File: src/rtl/i2c_register_file_if.sv
// Register-map side bus of the I2C register file: one write strobe per
// register, shared write data, and the packed read-back of every register.
interface i2c_register_file_if #(
    parameter int REGS   = 9,
    parameter int DATA_W = 32
);
    logic [REGS-1:0]        reg_we;
    logic [DATA_W-1:0]      reg_wdata;
    logic [REGS*DATA_W-1:0] reg_rdata;

    modport master (output reg_we, output reg_wdata, input reg_rdata);
    modport slave  (input reg_we, input reg_wdata, output reg_rdata);
endinterface

File: src/rtl/i2c_register_file.sv
// Register storage for the I2C master: config/control toward the engine,
// received byte latch, saturating byte counters, sticky status and level irq.
module i2c_register_file #(
    parameter int REGS   = 9,
    parameter int DATA_W = 32
) (
    input  logic                 clk,
    input  logic                 reset,
    i2c_register_file_if.slave   bus,
    output logic [7:0]           tx_data,
    input  logic [7:0]           rx_data,
    input  logic                 rx_valid,
    input  logic                 tx_done,
    output logic [DATA_W-1:0]    read_len,
    output logic [DATA_W-1:0]    write_len,
    output logic [15:0]          clk_div,
    output logic [7:0]           irq_en,
    output logic                 fifo_en,
    output logic                 xfer_rd,
    output logic                 start,
    output logic                 m_ack,
    output logic                 m_nack,
    output logic                 rep_start,
    input  logic                 start_ack,
    input  logic [5:0]           status_set,
    input  logic                 bus_free,
    input  logic                 arb_lost,
    output logic                 irq
);
    localparam int START_BIT = 10;

    logic [7:0]        data_out;
    logic [7:0]        data_in;
    logic [DATA_W-1:0] rlen_q;
    logic [DATA_W-1:0] wlen_q;
    logic [15:0]       clk_div_q;
    logic [13:0]       ctrl;
    logic [5:0]        status;
    logic [DATA_W-1:0] rd_cnt;
    logic [DATA_W-1:0] wr_cnt;
    logic [7:0]        status_full;

    // Reg 1, 7 and 8 are read-only, so their strobes are intentionally dropped.
    logic unused_we;
    assign unused_we = ^{bus.reg_we[1], bus.reg_we[8:7]};

    assign status_full = {arb_lost, bus_free, status};

    always_ff @(posedge clk or posedge reset) begin
        if (reset) begin
            data_out  <= '0;
            data_in   <= '0;
            rlen_q    <= '0;
            wlen_q    <= '0;
            clk_div_q <= '0;
            ctrl      <= '0;
        end else begin
            if (bus.reg_we[0]) data_out  <= bus.reg_wdata[7:0];
            if (rx_valid)      data_in   <= rx_data;
            if (bus.reg_we[2]) rlen_q    <= bus.reg_wdata;
            if (bus.reg_we[3]) wlen_q    <= bus.reg_wdata;
            if (bus.reg_we[4]) clk_div_q <= bus.reg_wdata[15:0];
            // A software write of START beats a simultaneous engine acknowledge.
            if (bus.reg_we[5])  ctrl            <= bus.reg_wdata[13:0];
            else if (start_ack) ctrl[START_BIT] <= 1'b0;
        end
    end

    // Hardware set pulses dominate a same-cycle software write.
    always_ff @(posedge clk or posedge reset) begin
        if (reset)               status <= '0;
        else if (bus.reg_we[6])  status <= bus.reg_wdata[5:0] | status_set;
        else                     status <= status | status_set;
    end

    // Counters clear on start_ack (clear beats increment) and stick at all-ones.
    always_ff @(posedge clk or posedge reset) begin
        if (reset) begin
            rd_cnt <= '0;
            wr_cnt <= '0;
        end else if (start_ack) begin
            rd_cnt <= '0;
            wr_cnt <= '0;
        end else begin
            if (rx_valid && !(&rd_cnt)) rd_cnt <= rd_cnt + DATA_W'(1);
            if (tx_done  && !(&wr_cnt)) wr_cnt <= wr_cnt + DATA_W'(1);
        end
    end

    always_ff @(posedge clk or posedge reset) begin
        if (reset) irq <= 1'b0;
        else       irq <= |(status_full & ctrl[7:0]);
    end

    logic [REGS-1:0][DATA_W-1:0] rd;

    always_comb begin
        rd        = '0;
        rd[0][7:0]  = data_out;
        rd[1][7:0]  = data_in;
        rd[2]       = rlen_q;
        rd[3]       = wlen_q;
        rd[4][15:0] = clk_div_q;
        rd[5][13:0] = ctrl;
        rd[6][7:0]  = status_full;
        rd[7]       = rd_cnt;
        rd[8]       = wr_cnt;
    end

    assign bus.reg_rdata = rd;

    assign tx_data   = data_out;
    assign read_len  = rlen_q;
    assign write_len = wlen_q;
    assign clk_div   = clk_div_q;
    assign irq_en    = ctrl[7:0];
    assign fifo_en   = ctrl[8];
    assign xfer_rd   = ctrl[9];
    assign start     = ctrl[START_BIT];
    assign m_ack     = ctrl[11];
    assign m_nack    = ctrl[12];
    assign rep_start = ctrl[13];
endmodule

File: src/flat_wrapper.sv
// flat-port wrapper written by rule: the top's interface ports become plain ports
module i2c_register_file_flat 
#(
    parameter int REGS   = 9,
    parameter int DATA_W = 32
)
  (clk, reset, tx_data, rx_data, rx_valid, tx_done, read_len, write_len, clk_div, irq_en, fifo_en, xfer_rd, start, m_ack, m_nack, rep_start, start_ack, status_set, bus_free, arb_lost, irq, bus_reg_we, bus_reg_wdata, bus_reg_rdata);
  i2c_register_file_if #(.REGS(REGS), .DATA_W(DATA_W)) bus_i ();
  input  logic clk;
  input  logic reset;
  output logic [7:0] tx_data;
  input  logic [7:0] rx_data;
  input  logic rx_valid;
  input  logic tx_done;
  output logic [DATA_W-1:0] read_len;
  output logic [DATA_W-1:0] write_len;
  output logic [15:0] clk_div;
  output logic [7:0] irq_en;
  output logic fifo_en;
  output logic xfer_rd;
  output logic start;
  output logic m_ack;
  output logic m_nack;
  output logic rep_start;
  input  logic start_ack;
  input  logic [5:0] status_set;
  input  logic bus_free;
  input  logic arb_lost;
  output logic irq;
  input wire logic [$bits(bus_i.reg_we)-1:0] bus_reg_we;
  input wire logic [$bits(bus_i.reg_wdata)-1:0] bus_reg_wdata;
  output wire logic [$bits(bus_i.reg_rdata)-1:0] bus_reg_rdata;
  assign bus_i.reg_we = bus_reg_we;
  assign bus_i.reg_wdata = bus_reg_wdata;
  assign bus_reg_rdata = bus_i.reg_rdata;
  i2c_register_file #(.REGS(REGS), .DATA_W(DATA_W)) u_core (.clk(clk), .reset(reset), .bus(bus_i), .tx_data(tx_data), .rx_data(rx_data), .rx_valid(rx_valid), .tx_done(tx_done), .read_len(read_len), .write_len(write_len), .clk_div(clk_div), .irq_en(irq_en), .fifo_en(fifo_en), .xfer_rd(xfer_rd), .start(start), .m_ack(m_ack), .m_nack(m_nack), .rep_start(rep_start), .start_ack(start_ack), .status_set(status_set), .bus_free(bus_free), .arb_lost(arb_lost), .irq(irq));
endmodule
File: config.mk
export PLATFORM = sky130hd
export DESIGN_NAME = i2c_register_file_flat
export DESIGN_NICKNAME = d
export VERILOG_FILES = /design/src/rtl/i2c_register_file_if.sv /design/src/rtl/i2c_register_file.sv /design/src/flat_wrapper.sv
export SDC_FILE = /design/constraint.sdc
export NUM_CORES = 1
export LEC_CHECK = 0
export CAP_MARGIN = 15
export CORE_AREA = 3 3 176 178
export CTS_CLUSTER_DIAMETER = 30
export DETAILED_ROUTE_END_ITERATION = 7
export DIE_AREA = 0 0 179 181
export PLACE_DENSITY_LB_ADDON = 0.2
export SLEW_MARGIN = 40
export SYNTH_ARGS = -nofsm -noshare
export SYNTH_HDL_FRONTEND = slang
export SYNTH_SLANG_ARGS = --single-unit
File: constraint.sdc
create_clock -name clk -period 6.8 [get_ports clk]
set_input_delay 1.36 -clock clk [delete_from_list [all_inputs] [get_ports clk]]
set_output_delay 1.36 -clock clk [all_outputs]
set_load 0.02 [all_outputs]
# After elaboration in Yosys (flattened, before gate mapping)
# Cells that the tools add are included.
# Widths: inputs -> output; s select.
# word_totals
register_bits,181
rom_bits,0
latchBits,0
wordCells,33
mem_count,0
output_inout_bits,391
ram_bits,0
input_bits,62
# classes
n_eq_ne,0
div_mod_pow,0
mul,0
order_cmp,0
n_addsub,2
shifts,0
reduce_logical,10
n_mux,7
n_bitwise,3
# ops
operator,count
$mux 32,4
$add 32x1->32 const B,2
$reduce_and 32->1,2
$or 6x6->6,2
$and 8x8->8,1
$reduce_or 8->1,1
$mux 6,1
$reduce_bool 2->1,3
$logic_and 1x1->1,2
$logic_not 1->1,2
$mux 1,2

# Depth between registers and ports, before layout
# Gate-level depths: netlist of run 1.
# depth
depth_word,5
depth_mapped,8
depth_no_buf,6

# Worst setup path after synthesis of run 1
# Ideal clock, no wire load.
# synth_path
path_kind,input port to output port
from,input port bus_free
to,output port bus_reg_rdata[198]
t_arrival_ns,1.494
t_required_ns,5.440
n_path_buf,1
setup_slack_ns,3.946
cell_stages,1
path_cell_list,buf_4
# synth_rtl
element,line,source
from (decl),flat_wrapper.sv:27,input logic bus_free;
to (decl),flat_wrapper.sv:32,output wire logic [$bits(bus_i.reg_rdata)-1:0] bus_reg_rdata;
# No word-level cell between the ends.

# Worst setup path after layout of run 1
# layout_path
from,input port bus_free
to,output port bus_reg_rdata[198]
# No word-level cell between the ends.

==> key figures, run 1 <==
Timing
  • RSZ-0062 raised after global routing: false
  • Slew HR: 0.490
  • Max Fclk: 258 MHz
  • Setup WS post-layout: 2.92 ns
  • Final Cycle Share: 0.570
  • Setup Skew: 0.0132 ns
  • # setup viols final: 0
  • Final Slew Violations: 0
  • Final hold slack: 0.510 ns
  • Final Hold Viols: 0
  • Fin crit period: 3.88 ns
  • Worst-Margin Slew: 0.760 ns
  • Setup TNS: 0 ns

Cells and area
  • Non-filler cells, final: 1507
  • Final Util: 0.437
  • Area growth, synth to finish: 33.0%
  • Final Cell Area: 0.0129 mm2
  • Register area: 0.00453 mm2
  • Fin nets: 1168
  • Ant. Diodes: 0
  • Layout cell share with drive strength beyond 1: 0.169
  • Fillers: 2867
  • Area occupied by multi-input gates: 0.00377 mm2

Clock tree
  • Clock-pin slew on the worst setup and hold paths: 0.08 ns
  • Clock Sinks: 181
  • CTS Buf Count: 17
  • Setup repair bufs after CTS: 0
  • # resized after CTS: 0
  • CTS hold repair buffers: 0
  • CTS tree: done
  • Clk_lat worst skew: 0.43 ns
  • Htree depth: 4
  • Clock root cell: clkbuf_16
  • Maximum root-to-sink buffer count: 2

Setup path
  • Reg2reg setup slack: 4.30 ns
  • CP Buf/Inv Count: 2
  • Worst Path Arrival: 2.52 ns
  • Critical Path RT: 5.44 ns
  • CP delay by family, top: buffers and inverters
  • Critical path peak fanout: 2
  • Max incr delay on CP: 0.62 ns
  • Most frequent CP cell: clkdlybuf4s50_1
  • WS Path Type: input pin to output pin
  • CP endpoint kind: output pin
  • CP Cell Sequence: clkdlybuf4s50_1 -> clkdlybuf4s50_1
  • CP startpoint kind: input pin
  • Crit-path slowest cell: clkdlybuf4s50_1

Status
  • Status: complete, no violations

Place
  • PortBufs: 343
  • Dpl ws: 2.84 ns
  • Post-Place Cells: 1475
  • Post-DP HPWL: 21.0 mm
  • Placed cell area: 0.0123 mm2
  • Routability cong.: 0.764

Synth
  • Post-synthesis sequential area ratio: 0.466
  • Mean Syn Cell Area: 11.1 um2
  • Synthesized netlist cell count: 876
  • Ys Warns: 0
  • Main synth FF type: dfrtp_1
  • Synth cell types: 62
  • Asr flop ratio synth: 1.00
  • Post-synth EDFFs: 0
  • Synthesized area: 0.00971 mm2
  • Number of synthesized register bits: 181

Die
  • Die X: 179 um
  • Chip Height: 181 um
  • Die ar.: 0.0324 mm2
  • Core footprint: 0.0296 mm2
  • Top-Level Pins: 453
  • Row cnt: 63
  • Initial Util: 0.329

Flow run
  • Max cap viols: 0

GRT
  • Vias in the first global route: 6668
  • Largest net degree at the start of global routing: 70
  • GRT overflow: 0
  • Overall routing resource usage: 0.169
  • First-pass GRT wire length: 42.3 mm
  • Initial antenna violation count: 0

Route
  • Initial DRC count: 298
  • Met2 WL post-DR: 14.6 mm
  • Routed length on met1: 11.5 mm
  • # DRC: 0
  • Top sig layer: met4
  • Via count: 6917
  • Vias per Instance: 4.59
  • Final WL: 28.2 mm
  • Wire per inst: 18.7 um
  • Post-route ant nets: 0
  • Detailed Routing Iterations Pass 1: 5
  • Met3 routed WL: 1.82 mm

Min path
  • Hold crit path type: flop to flop

Power and ir drop
  • Clk network pwr share: 0.350
  • Register share of total power: 0.415
  • Switch share: 0.325
  • Tot Pwr: 2.92 mW
  • Part of the power in combinational logic: 0.235
  • NetSw: 0.948 mW
  • Total internal power: 1.97 mW
  • Power per cell area: 226 mW/mm2
  • VDD IR max: 0.140 mV
  • Leakage: 5.19 nW
[cell usage after synthesis, drive strengths merged, types with 2 or more instances]
| cell type | n | area share |
|---|---|---|
| nor2 | 43 | 0.017 |
| mux2 | 119 | 0.14 |
| nor4 | 16 | 0.013 |
| mux2i | 2 | 0.0021 |
| or3 | 9 | 0.0061 |
| nand4 | 20 | 0.014 |
| ha | 2 | 0.0026 |
| nor2b | 15 | 0.0097 |
| a21o | 2 | 0.0015 |
| a211oi | 6 | 0.0046 |
| a2111oi | 2 | 0.0018 |
| clkbuf | 19 | 0.0084 |
| dfrtp | 181 | 0.47 |
| nand3 | 22 | 0.012 |
| a31oi | 4 | 0.0026 |
| or2b | 2 | 0.0018 |
| or2 | 3 | 0.0019 |
| nor3 | 10 | 0.0062 |
| buf | 226 | 0.17 |
| and3 | 6 | 0.0040 |
| o21ai | 6 | 0.0031 |
| a21oi | 33 | 0.019 |
| nand2 | 22 | 0.0085 |
| and4 | 12 | 0.011 |
| a22oi | 4 | 0.0031 |
| o31ai | 20 | 0.015 |
| xnor2 | 15 | 0.014 |
| or4 | 21 | 0.017 |
| a211o | 6 | 0.0054 |
| inv | 12 | 0.0046 |
| and2 | 2 | 0.0013 |
[cell type report]
cell class	instances	area share
clock buffer	18	0.0340
clock inverter	14	0.0134
inverter	13	0.00416
multi-input combinational	542	0.292
sequential	181	0.351
tap	390	0.0378
timing repair buffer	349	0.268
[final timing paths]
kind | start | cells after the start | to
worst min register to register | u_core.data_in[2] | 1 | u_core.data_in[2]
worst max-delay path | bus_free | 2 | bus_reg_rdata[198]
worst max register to register | u_core.wr_cnt[0] | 7 | u_core.wr_cnt[6]
max in group asynchronous | reset | 3 | u_core.read_len[9]
min in group asynchronous | reset | 2 | u_core.data_in[3]
worst min-delay path | u_core.data_in[2] | 1 | u_core.data_in[2]
[routing by layer]
layer / vias to the layer above / track usage
li1: 3236 / -
met1: 3450 / 0.210
met2: 217 / 0.296
met3: 14 / 0.0448
met4: 0 / 0.0299
met5: - / 0
[layout by cell type (no fill, tap or decap), types with 3 or more instances in the layout]
cell type / count
clkdlybuf4s50_1: 338
dfrtp_1: 181
mux2_2: 118
conb_1: 106
nor2_1: 42
a21oi_1: 27
nand2_1: 22
nand3_1: 21
o31ai_1: 20
nand4_1: 19
or4_1: 17
clkbuf_16: 17
xnor2_1: 15
nor2b_1: 15
nor4_1: 14
and4_1: 12
inv_1: 11
nor3_1: 8
or3_1: 7
buf_4: 7
a211oi_1: 6
a21oi_2: 6
a211o_1: 6
inv_6: 6
and3_1: 5
o21ai_0: 5
clkinv_8: 5
a31oi_1: 4
a22oi_1: 4
or4_2: 3
or2_2: 3
buf_2: 3
[registers in the layout (all words and copies together), names as in the netlist]
register	flops
u_core.status	6
u_core.data_in	8
u_core.tx_data	8
u_core.irq	1
u_core.rd_cnt	32
u_core.write_len	32
u_core.ctrl	14
u_core.read_len	32
u_core.clk_div	16
u_core.wr_cnt	32
[cells by family after synthesis]
logic type / synth area share
AOI/OAI and AO/OA: 0.0632
xor gates and xnor gates: 0.0144
adders and majority gates: 0.00258
buffers and inverters: 0.186
DFF: 0.466
muxes: 0.140
other: 0.000386
and+or+nand+nor: 0.127
[power groups by stage]
stage / clock [mW] / sequential (mW) / combinational (mW)
2_1_floorplan: 0 / 1.30 / 0.384
3_3_place_gp: 0 / 1.23 / 0.691
3_5_place_dp: 0 / 1.23 / 0.694
4_1_cts: 1.06 / 1.21 / 0.694
5_1_grt: 1.11 / 1.22 / 0.722
6_report: 1.02 / 1.21 / 0.685
Power figures use the tool's default switching activity.
==> run 2: changes to the inputs <==
CORE_AREA = unset   (was 3 3 176 178)
CORE_ASPECT_RATIO = 0.6   (was unset)
CORE_MARGIN = 3   (was unset)
CORE_UTILIZATION = 38   (was unset)
DIE_AREA = unset   (was 0 0 179 181)
clock period = 3.3 ns   (was 6.8 ns; I/O delays follow)
==> run 2 against run 1 <==
Cell count decreased by 4.0%. Total power is 110% higher. Global-route usage rose by 2.1 points. Die area down 15%. Critical path depth is 5 higher. Sequential share of layout area down 0.095 points. Combinational power grew 110%. First-iteration DRC count increased by 33%. Largest cell class unchanged. Largest power group unchanged.
==> key figures, run 2 (synthesis results as in run 1) <==
Setup path
  • CP delay by family, top: simple AND/OR/NAND/NOR gates (was buffers and inverters)
  • WS Path Type: flop to flop (was input pin to output pin)
  • CP endpoint kind: flop (was output pin)
  • Critical Path RT: 3.64 ns (was 5.44 ns)
  • CP Cell Sequence: ha_1 -> nand3_2 -> or4_4 -> nor4_4 -> buf_4 -> nor3_1 -> a211oi_1 (was clkdlybuf4s50_1 -> clkdlybuf4s50_1)
  • Crit-path slowest cell: or4_4 (was clkdlybuf4s50_1)
  • CP startpoint kind: flop (was input pin)
  • CP Buf/Inv Count: 1 (was 2)
  • Critical path peak fanout: 16 (was 2)
  • Worst Path Arrival: 2.94 ns (was 2.52 ns)
  • Max incr delay on CP: 0.60 ns (was 0.62 ns)

Timing
  • Final Slew Violations: 0 (unchanged)
  • Setup TNS: 0 ns (unchanged)
  • Final Cycle Share: 0.790
  • RSZ-0062 raised after global routing: false (unchanged)
  • Max Fclk: 384 MHz
  • Setup Skew: 0.0136 ns (was 0.0132 ns)
  • Fin crit period: 2.61 ns
  • Slew HR: 0.609 (was 0.490)
  • Final Hold Viols: 0 (unchanged)
  • # setup viols final: 0 (unchanged)
  • Worst-Margin Slew: 0.585 ns (was 0.760 ns)

Place
  • Routability cong.: 0.805 (was 0.764)
  • Placed cell area: 0.0123 mm2 (about the same)
  • Post-DP HPWL: 20.3 mm (was 21.0 mm)
  • PortBufs: 343 (unchanged)

Cells and area
  • Final Cell Area: 0.0130 mm2 (was 0.0129 mm2)
  • Ant. Diodes: 0 (unchanged)
  • Layout cell share with drive strength beyond 1: 0.173 (was 0.169)
  • Fin nets: 1175 (was 1168)
  • Most frequent cells in the layout: clkdlybuf4s50_1 (340), dfrtp_1 (181), mux2_2 (118) (was clkdlybuf4s50_1 (338), dfrtp_1 (181), mux2_2 (118))
  • Area growth, synth to finish: 33.4% (was 33.0%)
  • Commonest non-fill, non-tap cell in the layout: clkdlybuf4s50_1 (unchanged)

GRT
  • Largest net degree at the start of global routing: 82 (was 70)
  • First-pass GRT wire length: 40.2 mm (was 42.3 mm)
  • Vias in the first global route: 6681 (was 6668)
  • Overall routing resource usage: 0.189 (was 0.169)
  • GRT overflow: 0 (unchanged)
  • Initial antenna violation count: 0 (unchanged)

Flow run
  • Max cap viols: 0 (unchanged)

Clock tree
  • CTS Buf Count: 17 (unchanged)
  • # resized after CTS: 0 (unchanged)
  • CTS tree: done (unchanged)
  • CTS hold repair buffers: 0 (unchanged)
  • Maximum root-to-sink buffer count: 2 (unchanged)
  • Setup repair bufs after CTS: 0 (unchanged)
  • Clk_lat worst skew: 0.43 ns (about the same)
  • Clock Sinks: 181 (unchanged)
  • Htree depth: 4 (unchanged)
  • Clock-pin slew on the worst setup and hold paths: 0.07 ns (was 0.08 ns)
  • Clock root cell: clkbuf_16 (unchanged)

Die
  • Top-Level Pins: 453 (unchanged)
  • Chip Height: 130 um (was 181 um)
  • Die X: 212 um (was 179 um)
  • Die ar.: 0.0276 mm2 (was 0.0324 mm2)
  • Core footprint: 0.0247 mm2 (was 0.0296 mm2)
  • Row cnt: 44 (was 63)
  • Initial Util: 0.394 (was 0.329)

Route
  • Wire per inst: 18.9 um (was 18.7 um)
  • # DRC: 0 (unchanged)
  • Post-route ant nets: 0 (unchanged)
  • Final WL: 27.3 mm (was 28.2 mm)
  • Detailed Routing Iterations Pass 1: 5 (unchanged)
  • Via count: 6982 (was 6917)
  • Initial DRC count: 396 (was 298)
  • Vias per Instance: 4.83 (was 4.59)

Power and ir drop
  • Register share of total power: 0.408 (was 0.415)
  • Switch share: 0.296 (was 0.325)
  • NetSw: 1.81 mW (was 0.948 mW)
  • Leakage: 5.25 nW (was 5.19 nW)
  • Clk network pwr share: 0.361 (was 0.350)
  • Power per cell area: 473 mW/mm2 (was 226 mW/mm2)
  • Part of the power in combinational logic: 0.231 (was 0.235)
  • VDD IR max: 0.296 mV (was 0.140 mV)
  • Total internal power: 4.32 mW (was 1.97 mW)

Status
  • Status: complete, no violations (unchanged)

Min path
  • Hold crit path type: flop to flop (unchanged)
run 2: cell types whose count changed in the layout (fill, tap and decap cells not counted), sizes merged:
cell,previous run,this run
clkdlybuf4s50,338,340
clkinvlp,0,2
inv,20,14
bufinv,0,4
buf,11,16
run 2: power groups by stage:
stage	sequential [mW]	clock [mW]	combinational, mW
3_5_place_dp	2.55	0	1.42
2_1_floorplan	2.69	0	0.792
4_1_cts	2.51	2.26	1.43
6_report	2.50	2.21	1.41
3_3_place_gp	2.54	0	1.42
5_1_grt	2.53	2.35	1.49
run 2: path summary, 6_finish.rpt:
kind / start / end / slack (ns) / cells past startpoint
max in group asynchronous: reset / u_core.wr_cnt[21] / 1.92 / 3
hold reg to reg: u_core.data_in[2] / u_core.data_in[2] / 0.51 / 1
setup reg to reg: u_core.wr_cnt[0] / u_core.wr_cnt[15] / 0.69 / 7
hold / removal: u_core.data_in[2] / u_core.data_in[2] / 0.51 / 1
setup / recovery: u_core.wr_cnt[0] / u_core.wr_cnt[15] / 0.69 / 7
min in group asynchronous: reset / u_core.clk_div[4] / 0.58 / 2
run 2: final cells by class:
type / count / area [um2]
fill: 2190 / 11700
sequential: 181 / 4530
multi-input combinational: 542 / 3770
timing repair buffer: 356 / 3560
clock buffer: 18 / 439
tap: 322 / 403
clock inverter: 14 / 198
inverter: 13 / 52.6
run 2: per-stage QoR:
stage / hold slack [ns] / std cells / setup slack [ns] / utilization / power (mW)
CTS: 0.516 / 1446 / 0.690 / 0.525 / 6.20
global placement: 0.489 / 1414 / 0.396 / 0.499 / 3.96
detailed placement: 0.500 / 1414 / 0.362 / 0.499 / 3.97
global route: 0.531 / 1446 / 0.488 / 0.525 / 6.37
floorplan: 0.617 / 981 / 0.317 / - / 3.48
finish: 0.511 / 1446 / 0.694 / 0.525 / 6.13
run 2: layer usage:
metal  up-vias  part of all wire  GRT usage
li1       3255                 -          -
met1      3443              0.47      0.273
met2       268              0.46      0.286
met3        16             0.066     0.0478
met4         0            0.0077     0.0469
met5         -                 0          0
run 2: worst reg2reg max path: cells and delay by family (launching register included):
family                   cells  cell delay, ns
buffers and inverters        1            0.31
AO/OA/AOI/OAI                1            0.20
AND/OR/NAND/NOR              4            1.33
flip-flops                   1            0.43
adder cells (fa/ha/maj)      1            0.25
==> run 3: changes to the inputs <==
CORE_AREA = 3 3 176 178   (was unset)
CORE_ASPECT_RATIO = unset   (was 0.6)
CORE_MARGIN = unset   (was 3)
CORE_UTILIZATION = unset   (was 38)
DIE_AREA = 0 0 179 181   (was unset)
clock period = 2.4 ns   (was 3.3 ns; I/O delays follow)
==> run 3 against run 2 <==
Critical path depth stayed put. Largest power group unchanged. Combinational power increased by 40%. Critical endpoint is now u_core.wr_cnt[6]. Die area grew 17%. Clock-buffer cell count fell by 1. Worst setup slack got worse by 0.52 ns. First-iteration DRC count shrank 31%. Core utilization is 7.5 points lower. Sequential power increased by 37%. Clock power rose by 33%. Cell area grew 2.8%.
==> key figures, run 3 (synthesis results as in run 1) <==
Cells and area
  • Ant. Diodes: 0 (unchanged)
  • Fin nets: 1208 (was 1175)
  • Layout cell share with drive strength beyond 1: 0.196 (was 0.173)
  • Commonest non-fill, non-tap cell in the layout: clkdlybuf4s50_1 (unchanged)
  • Fillers: 2871 (was 2190)
  • Area growth, synth to finish: 37.0% (was 33.4%)
  • Final Util: 0.450 (was 0.525)
  • Most frequent cells in the layout: clkdlybuf4s50_1 (340), dfrtp_1 (181), mux2_2 (118) (unchanged)

Setup path
  • CP startpoint kind: flop (unchanged)
  • CP Buf/Inv Count: 1 (unchanged)
  • WS Path Type: flop to flop (unchanged)
  • Critical path peak fanout: 18 (was 16)
  • CP delay by family, top: simple AND/OR/NAND/NOR gates (unchanged)
  • CP endpoint kind: flop (unchanged)
  • Crit-path slowest cell: or4_4 (unchanged)
  • CP Cell Sequence: ha_1 -> nand3_2 -> or4_4 -> nor4_4 -> buf_12 -> nor3_2 -> mux2_4 (was ha_1 -> nand3_2 -> or4_4 -> nor4_4 -> buf_4 -> nor3_1 -> a211oi_1)
  • Worst Path Arrival: 2.54 ns (was 2.94 ns)
  • Critical Path RT: 2.72 ns (was 3.64 ns)
  • Max incr delay on CP: 0.59 ns (was 0.60 ns)

Timing
  • RSZ-0062 raised after global routing: false (unchanged)
  • Fin crit period: 2.23 ns (was 2.61 ns)
  • Setup WS post-layout: 0.173 ns (was 0.694 ns)
  • Final Slew Violations: 0 (unchanged)
  • Max Fclk: 449 MHz (was 384 MHz)
  • Final Cycle Share: 0.928 (was 0.790)
  • Setup Skew: 0.0182 ns (was 0.0136 ns)
  • Slew HR: 0.669 (was 0.609)
  • Worst-Margin Slew: 0.484 ns (was 0.585 ns)
  • Final Hold Viols: 0 (unchanged)
  • # setup viols final: 0 (unchanged)

Power and ir drop
  • VDD IR max: 0.336 mV (was 0.296 mV)
  • Power per cell area: 626 mW/mm2 (was 473 mW/mm2)
  • Leakage: 5.42 nW (was 5.25 nW)

Route
  • Initial DRC count: 273 (was 396)
  • Post-route ant nets: 0 (unchanged)
  • Detailed Routing Iterations Pass 1: 4 (was 5)
  • Vias per Instance: 4.59 (was 4.83)
  • Via count: 7104 (was 6982)
  • Final WL: 28.5 mm (was 27.3 mm)
  • Wire per inst: 18.4 um (was 18.9 um)
  • # DRC: 0 (unchanged)

Die
  • Die ar.: 0.0324 mm2 (was 0.0276 mm2)
  • Row cnt: 63 (was 44)
  • Die X: 179 um (was 212 um)
  • Core footprint: 0.0296 mm2 (was 0.0247 mm2)
  • Top-Level Pins: 453 (unchanged)
  • Chip Height: 181 um (was 130 um)
  • Initial Util: 0.329 (was 0.394)

Clock tree
  • # resized after CTS: 0 (unchanged)
  • Setup repair bufs after CTS: 0 (unchanged)
  • Clock root cell: clkbuf_16 (unchanged)
  • CTS Buf Count: 17 (unchanged)
  • CTS hold repair buffers: 0 (unchanged)
  • Clock-pin slew on the worst setup and hold paths: 0.08 ns (was 0.07 ns)
  • Maximum root-to-sink buffer count: 2 (unchanged)
  • Clk_lat worst skew: 0.44 ns (was 0.43 ns)
  • Clock Sinks: 181 (unchanged)
  • CTS tree: done (unchanged)
  • Htree depth: 4 (unchanged)

Place
  • PortBufs: 343 (unchanged)
  • Post-DP HPWL: 21.6 mm (was 20.3 mm)
  • Dpl ws: 0.0723 ns (was 0.362 ns)
  • Routability cong.: 0.780 (was 0.805)

Status
  • Status: complete, no violations (unchanged)

Flow run
  • Max cap viols: 0 (unchanged)

GRT
  • First-pass GRT wire length: 42.7 mm (was 40.2 mm)
  • Overall routing resource usage: 0.170 (was 0.189)
  • Vias in the first global route: 6922 (was 6681)
  • Largest net degree at the start of global routing: 67 (was 82)
  • Initial antenna violation count: 0 (unchanged)
  • GRT overflow: 0 (unchanged)

Min path
  • Hold crit path type: input pin to asynchronous set/reset pin (was flop to flop)
run 3: cell types whose count changed in the layout (fill, tap and decap cells not counted), sizes merged:
| cell | delta |
|---|---|
| clkinvlp | -1 |
| buf | +33 |
| bufinv | -3 |
| clkbuf | -1 |
| clkinv | +3 |
| inv | +2 |
run 3: layer usage:
| layer | vias to the layer above | wire length, um | global-route usage |
|---|---|---|---|
| met1 | 3561 | 11800 | 0.211 |
| met2 | 204 | 14700 | 0.302 |
| met5 | - | 0 | 0 |
| met4 | 0 | 222 | 0.0337 |
| li1 | 3319 | - | - |
| met3 | 20 | 1730 | 0.0378 |
run 3: cell type report:
class                           count  area (um2)  area share
Clock buffer                       17         425      0.0320
Clock inverter                     15         191      0.0144
Inverter                           13        52.6     0.00395
Multi-Input combinational cell    542        3770       0.284
Sequential cell                   181        4530       0.340
Tap cell                          390         488      0.0367
Timing Repair Buffer              389        3850       0.289
run 3: final timing paths:
path | to | slack, ns | from | depth (start not counted)
worst max-delay path | u_core.wr_cnt[6] | 0.17 | u_core.wr_cnt[0] | 7
worst min-delay path | u_core.status[2] | 0.39 | reset | 2
worst max register to register | u_core.wr_cnt[6] | 0.17 | u_core.wr_cnt[0] | 7
worst min register to register | u_core.data_in[4] | 0.51 | u_core.data_in[4] | 1
max in group asynchronous | u_core.wr_cnt[29] | 1.28 | reset | 3
min in group clk | u_core.data_in[4] | 0.51 | u_core.data_in[4] | 1
run 3: metrics by stage:
step | power, mW | hold slack, ns | instances | cell area (um2) | setup TNS [ns]
floorplan | 4.78 | 0.585 | 981 | 10100 | -72.87
global placement | 5.48 | 0.491 | 1515 | 12700 | 0
detailed placement | 5.50 | 0.494 | 1515 | 12700 | 0
CTS | 8.48 | 0.388 | 1547 | 13300 | 0
global route | 8.70 | 0.403 | 1547 | 13300 | 0
finish | 8.33 | 0.395 | 1547 | 13300 | 0
run 3: report_power, final:
part / total [mW] / switching, mW / internal (mW)
clock: 2.93 / 1.43 / 1.50
sequential: 3.43 / 0.181 / 3.25
combinational: 1.97 / 1.06 / 0.915
